===== src/rtl/srm_controller.sv =====
// ---------------------------------------------------------------------------
// srm_controller
//
// Control FSM for a simple register machine datapath. A start request in WAIT
// captures the instruction fields (opcode/op/sh). The FSM then walks the
// register-read, compute and writeback steps for that instruction and drives
// the datapath control strobes.
//
// Ports
//   clk, reset_n          clock, synchronous active-low reset
//   s                     start request (only honoured in WAIT)
//   opcode[2:0], op[1:0]  instruction class / operation
//   sh[1:0]               shifter field
//   w                     ready (high only in WAIT)
//   nsel[2:0]             one-hot register select: 001 Rn, 010 Rd, 100 Rm
//   vsel[1:0]             writeback source: 00 datapath C, 10 sign-ext imm8
//   loada/loadb/loadc/loads  datapath register load enables
//   asel, bsel            ALU operand muxes (asel zeroes A, bsel unused = 0)
//   shift[1:0], ALUop[1:0]   shifter / ALU operation codes
//   write                 register file write enable
//   err                   one-cycle pulse when an illegal instruction decodes
//
// All outputs are registered. They are computed from the next state and the
// next latched fields, so each output register always matches the state
// register and never depends combinationally on the raw inputs.
// ---------------------------------------------------------------------------
module srm_controller (
    input  logic       clk,
    input  logic       reset_n,
    input  logic       s,
    input  logic [2:0] opcode,
    input  logic [1:0] op,
    input  logic [1:0] sh,
    output logic       w,
    output logic [2:0] nsel,
    output logic [1:0] vsel,
    output logic       loada,
    output logic       loadb,
    output logic       loadc,
    output logic       loads,
    output logic       asel,
    output logic       bsel,
    output logic [1:0] shift,
    output logic [1:0] ALUop,
    output logic       write,
    output logic       err
);

    typedef enum logic [2:0] {
        S_WAIT,
        S_DECODE,
        S_GET_A,
        S_GET_B,
        S_COMPUTE,
        S_WRITE_REG,
        S_WRITE_IMM
    } state_t;

    typedef enum logic [2:0] {
        I_MOVI,
        I_MOVR,
        I_MVN,
        I_ADD,
        I_CMP,
        I_AND,
        I_ILL
    } instr_t;

    typedef struct packed {
        logic       w;
        logic [2:0] nsel;
        logic [1:0] vsel;
        logic       loada;
        logic       loadb;
        logic       loadc;
        logic       loads;
        logic       asel;
        logic       bsel;
        logic [1:0] shift;
        logic [1:0] aluop;
        logic       write;
        logic       err;
    } ctrl_t;

    state_t     state, state_nxt;
    logic [2:0] opcode_q, opcode_nxt;
    logic [1:0] op_q, op_nxt;
    logic [1:0] sh_q, sh_nxt;
    ctrl_t      ctrl_q, ctrl_nxt;

    function automatic instr_t classify(input logic [2:0] opc, input logic [1:0] opv);
        instr_t k;
        case ({opc, opv})
            5'b110_10: k = I_MOVI;
            5'b110_00: k = I_MOVR;
            5'b101_11: k = I_MVN;
            5'b101_00: k = I_ADD;
            5'b101_01: k = I_CMP;
            5'b101_10: k = I_AND;
            default:   k = I_ILL;
        endcase
        return k;
    endfunction

    // Moore output decode: state plus latched instruction fields only.
    function automatic ctrl_t ctrl_for(input state_t st, input logic [2:0] opc,
                                       input logic [1:0] opv, input logic [1:0] shv);
        ctrl_t  c;
        instr_t k;
        c = '0;
        k = classify(opc, opv);
        case (st)
            S_WAIT:   c.w = 1'b1;
            S_DECODE: c.err = (k == I_ILL);
            S_GET_A: begin
                c.nsel  = 3'b001;
                c.loada = 1'b1;
            end
            S_GET_B: begin
                c.nsel  = 3'b100;
                c.loadb = 1'b1;
            end
            S_COMPUTE: begin
                c.shift = shv;
                // MOV reg passes B through an add with A forced to zero.
                c.aluop = (k == I_MOVR) ? 2'b00 : opv;
                c.asel  = (k == I_MOVR);
                c.loadc = (k != I_CMP);
                c.loads = (k == I_CMP);
            end
            S_WRITE_REG: begin
                c.nsel  = 3'b010;
                c.vsel  = 2'b00;
                c.write = 1'b1;
            end
            S_WRITE_IMM: begin
                c.nsel  = 3'b001;
                c.vsel  = 2'b10;
                c.write = 1'b1;
            end
            default: c = '0;
        endcase
        return c;
    endfunction

    always_comb begin
        state_nxt  = state;
        opcode_nxt = opcode_q;
        op_nxt     = op_q;
        sh_nxt     = sh_q;
        case (state)
            S_WAIT: begin
                if (s) begin
                    opcode_nxt = opcode;
                    op_nxt     = op;
                    sh_nxt     = sh;
                    state_nxt  = S_DECODE;
                end
            end
            S_DECODE: begin
                case (classify(opcode_q, op_q))
                    I_MOVI:               state_nxt = S_WRITE_IMM;
                    I_MOVR, I_MVN:        state_nxt = S_GET_B;
                    I_ADD, I_CMP, I_AND:  state_nxt = S_GET_A;
                    default:              state_nxt = S_WAIT;
                endcase
            end
            S_GET_A:   state_nxt = S_GET_B;
            S_GET_B:   state_nxt = S_COMPUTE;
            S_COMPUTE: state_nxt = (classify(opcode_q, op_q) == I_CMP) ? S_WAIT : S_WRITE_REG;
            S_WRITE_REG, S_WRITE_IMM: state_nxt = S_WAIT;
            default:   state_nxt = S_WAIT;
        endcase
        ctrl_nxt = ctrl_for(state_nxt, opcode_nxt, op_nxt, sh_nxt);
    end

    always_ff @(posedge clk) begin
        if (!reset_n) begin
            state    <= S_WAIT;
            opcode_q <= 3'b000;
            op_q     <= 2'b00;
            sh_q     <= 2'b00;
            ctrl_q   <= ctrl_for(S_WAIT, 3'b000, 2'b00, 2'b00);
        end else begin
            state    <= state_nxt;
            opcode_q <= opcode_nxt;
            op_q     <= op_nxt;
            sh_q     <= sh_nxt;
            ctrl_q   <= ctrl_nxt;
        end
    end

    assign w     = ctrl_q.w;
    assign nsel  = ctrl_q.nsel;
    assign vsel  = ctrl_q.vsel;
    assign loada = ctrl_q.loada;
    assign loadb = ctrl_q.loadb;
    assign loadc = ctrl_q.loadc;
    assign loads = ctrl_q.loads;
    assign asel  = ctrl_q.asel;
    assign bsel  = ctrl_q.bsel;
    assign shift = ctrl_q.shift;
    assign ALUop = ctrl_q.aluop;
    assign write = ctrl_q.write;
    assign err   = ctrl_q.err;

endmodule


===== config.mk =====
export PLATFORM = sky130hd
export DESIGN_NAME = srm_controller
export DESIGN_NICKNAME = d
export VERILOG_FILES = /design/src/rtl/srm_controller.sv
export SDC_FILE = /design/constraint.sdc
export NUM_CORES = 1
export LEC_CHECK = 0
export CAP_MARGIN = 15
export CORE_ASPECT_RATIO = 1.5
export CORE_MARGIN = 2
export CORE_UTILIZATION = 45
export DETAILED_ROUTE_END_ITERATION = 10
export GPL_TIMING_DRIVEN = 0
export PLACE_DENSITY_LB_ADDON = 0.08
export SYNTH_ARGS = -nofsm -noshare
export SYNTH_HDL_FRONTEND = slang
export SYNTH_SLANG_ARGS = --single-unit

===== constraint.sdc =====
create_clock -name clk -period 1.55 [get_ports clk]
set_input_delay 0.2325 -clock clk [delete_from_list [all_inputs] [get_ports clk]]
set_output_delay 0.2325 -clock clk [all_outputs]
set_load 0.03 [all_outputs]

==> summary.txt <==
Status
  – Result of the run: finished clean

Layout
  – Fin cells: 160
  – FILL cells: 209
  – Most common cell after layout, fill and taps aside: dfxtp_1
  – P&R area growth vs syn: 34.5%
  – Most frequent cells in the layout: 24 x dfxtp_1, 18 x nor2_1, 12 x dlygate4sd2_1
  – Post-layout util: 64.7%
  – Number of diodes: 0
  – Fin nets: 148
  – Share of cells above drive strength 1: 18.2%

Worst setup path
  – Kind of critical path: flop to flop
  – Flop2flop setup slack: 30 ps
  – Setup crit end kind: flop
  – Max FO, Critical Path: 9
  – Crit path required time: 1770 ps
  – Setup crit start kind: flop
  – WP data arrival: 1740 ps

Clock tree
  – Num CTS Buffers: 3
  – Clk buf depth: 2
  – Later-pin clock latency in the skew report: 320 ps
  – Clock transition at path regs: 150 ps
  – CTS tree: yes
  – Clock Tree Root: clkbuf_4
  – H-tree depth: 1
  – Clk sink count: 26

Synth
  – #FFs+latches synth: 26
  – Most used DFF post-synth: dfxtp_1
  – Post-synth EDFFs: 0
  – Post-Syn Area per Cell: 10.5 um2
  – Synthesized area: 1090 um2
  – Register area share after synthesis: 47.9%
  – Ys async rst share: 0%
  – Mapped Cells: 104
  – Synth cell types: 37
  – Yosys warning count: 0

Floorplan
  – Core ar.: 2260 um2
  – I/O pin total: 28
  – Die area: 2830 um2
  – Die H: 64.2 um
  – Initial Utilization: 48.1%
  – Width of the chip: 44.1 um
  – Core Rows: 21

Route
  – Drt total wl: 2260 um
  – Detail Route Antenna Nets: 0
  – DRT iter0 DRCs: 15
  – Vias/cell: 5.38
  – Vias: 861
  – DRT Pass-1 Iters: 4
  – DRC viols: 0
  – WL per Instance: 14.1 um

Place
  – HPWL after DPL: 1620 um
  – IO buf count: 25
  – Placed insts: 153
  – GPL Wtd Cong: 0.773
  – Pre-CTS setup slack: -293 ps

Pwr
  – Combinational share of power: 12.0%
  – Sw Pwr: 0.304 mW
  – Leakage: 0.712 nW
  – Clk network pwr share: 35.1%
  – PwrDens: 912 nW/um2
  – Worst vdd ir: 0.721 mV
  – Sequential share of power: 52.9%
  – Switching Share: 22.7%
  – Power Internal: 1.03 mW

Job
  – Count of max-cap constraint violations: 0

STA
  – RSZ-0062 raised after global routing: yes
  – F_max: 0.657 GHz
  – Max Slew Vio Count: 0
  – Final worst setup slack: 28.2 ps
  – Post-layout min period: 1520 ps
  – Final setup vio count: 0
  – Final critical-path share of the clock period: 98.2%
  – Endpoints failing hold: 0
  – Setup TNS: 0 ps
  – Skew final: 6.01 ps

Global route
  – Vias in the first global route: 872
  – Overflow after GRT: 0
  – First-pass GRT wire length: 3640 um
  – Initial antenna violation count: 0
  – Gr usage total: 17.0%
  – Largest net degree at the start of global routing: 16

Hold path
  – Hold Crit Class: flop to flop
critical path, stage by stage (launching register included):
cell and delay, ps:
dfxtp_1 330, buf_4 160, nor4b_4 290, buf_6 170, buf_4 140, mux2i_2 250, nor2_1 60
sequential cells by signal (all words and copies together), names as in the netlist:
register	flops
op_q	2
vsel	1
err	1
state	3
ALUop	2
opcode_q	3
asel	1
sh_q	2
w	1
loada	1
write	1
shift	2
loads	1
nsel	3
loadb	1
loadc	1
metrics by stage:
step / hold WS (ps) / total power, mW / instance area [um2]
detailed placement: 481 / 0.861 / 1370
global route: 587 / 1.37 / 1460
floorplan: 375 / 0.809 / 1090
finish: 541 / 1.33 / 1460
CTS: 514 / 1.33 / 1440
global placement: 472 / 0.858 / 1370
final timing paths:
kind,end,depth (start not counted),start
setup / recovery,sh_q[1],6,state[1]
hold / removal,sh_q[0],2,sh_q[0]
setup reg to reg,sh_q[1],6,state[1]
hold reg to reg,sh_q[0],2,sh_q[0]
power groups by stage:
stage / logic, mW / registers (mW) / clock network (mW)
after floorplan: 0.0875 / 0.721 / 0
after global placement: 0.141 / 0.717 / 0
after detailed placement: 0.143 / 0.718 / 0
after CTS: 0.151 / 0.704 / 0.473
after global routing: 0.173 / 0.710 / 0.490
final: 0.159 / 0.706 / 0.469
metal layers:
layer	routed length (um)	GRT usage [%]
met1	892	17.8
met2	1250	32.0
met3	86	1.69
met4	31	7.95
met5	0	0
cells by family (layout without fill, tap and decap cells):
logic type | after synthesis | in the layout | synth area share, %
simple gates | 43 | 43 | 25.9
flops | 26 | 26 | 47.9
compound gates | 17 | 17 | 12.8
mux | 9 | 9 | 8.29
buf+inv | 8 | 40 | 4.83
other cells | 1 | 2 | 0.345
synthesized netlist by cell type (2+ instances only):
master	n	area [um2]
nor3_1	4	20.0
o21ai_2	2	17.5
a21oi_1	3	15.0
nand4b_1	2	17.5
a21o_1	2	15.0
and3b_1	2	17.5
inv_1	2	7.51
dfxtp_1	26	521
o21ai_0	3	15.0
mux2i_1	9	90.1
nor2_1	18	67.6
nor2b_1	2	12.5
buf_4	4	30.0
nor3b_1	2	15.0
final cells by class:
cell class                 instances  area (um2)  share of cell area (%)
buffer                             6        48.8                    3.34
clock buffer                       3        22.5                    1.54
clock inverter                     1        30.0                    2.05
inverter                           2        7.51                   0.513
multi-input combinational         71         534                    36.5
sequential                        26         523                    35.8
tap                               23        28.8                    1.97
timing repair buffer              28         268                    18.3
what timing repair did:
item	4_1_cts	5_1_grt
hold buffers	0	0
gates resized for setup	14	8
buffers inserted	3	0
endpoints found under the setup margin	14	11
(Power assumes the default switching activity.)
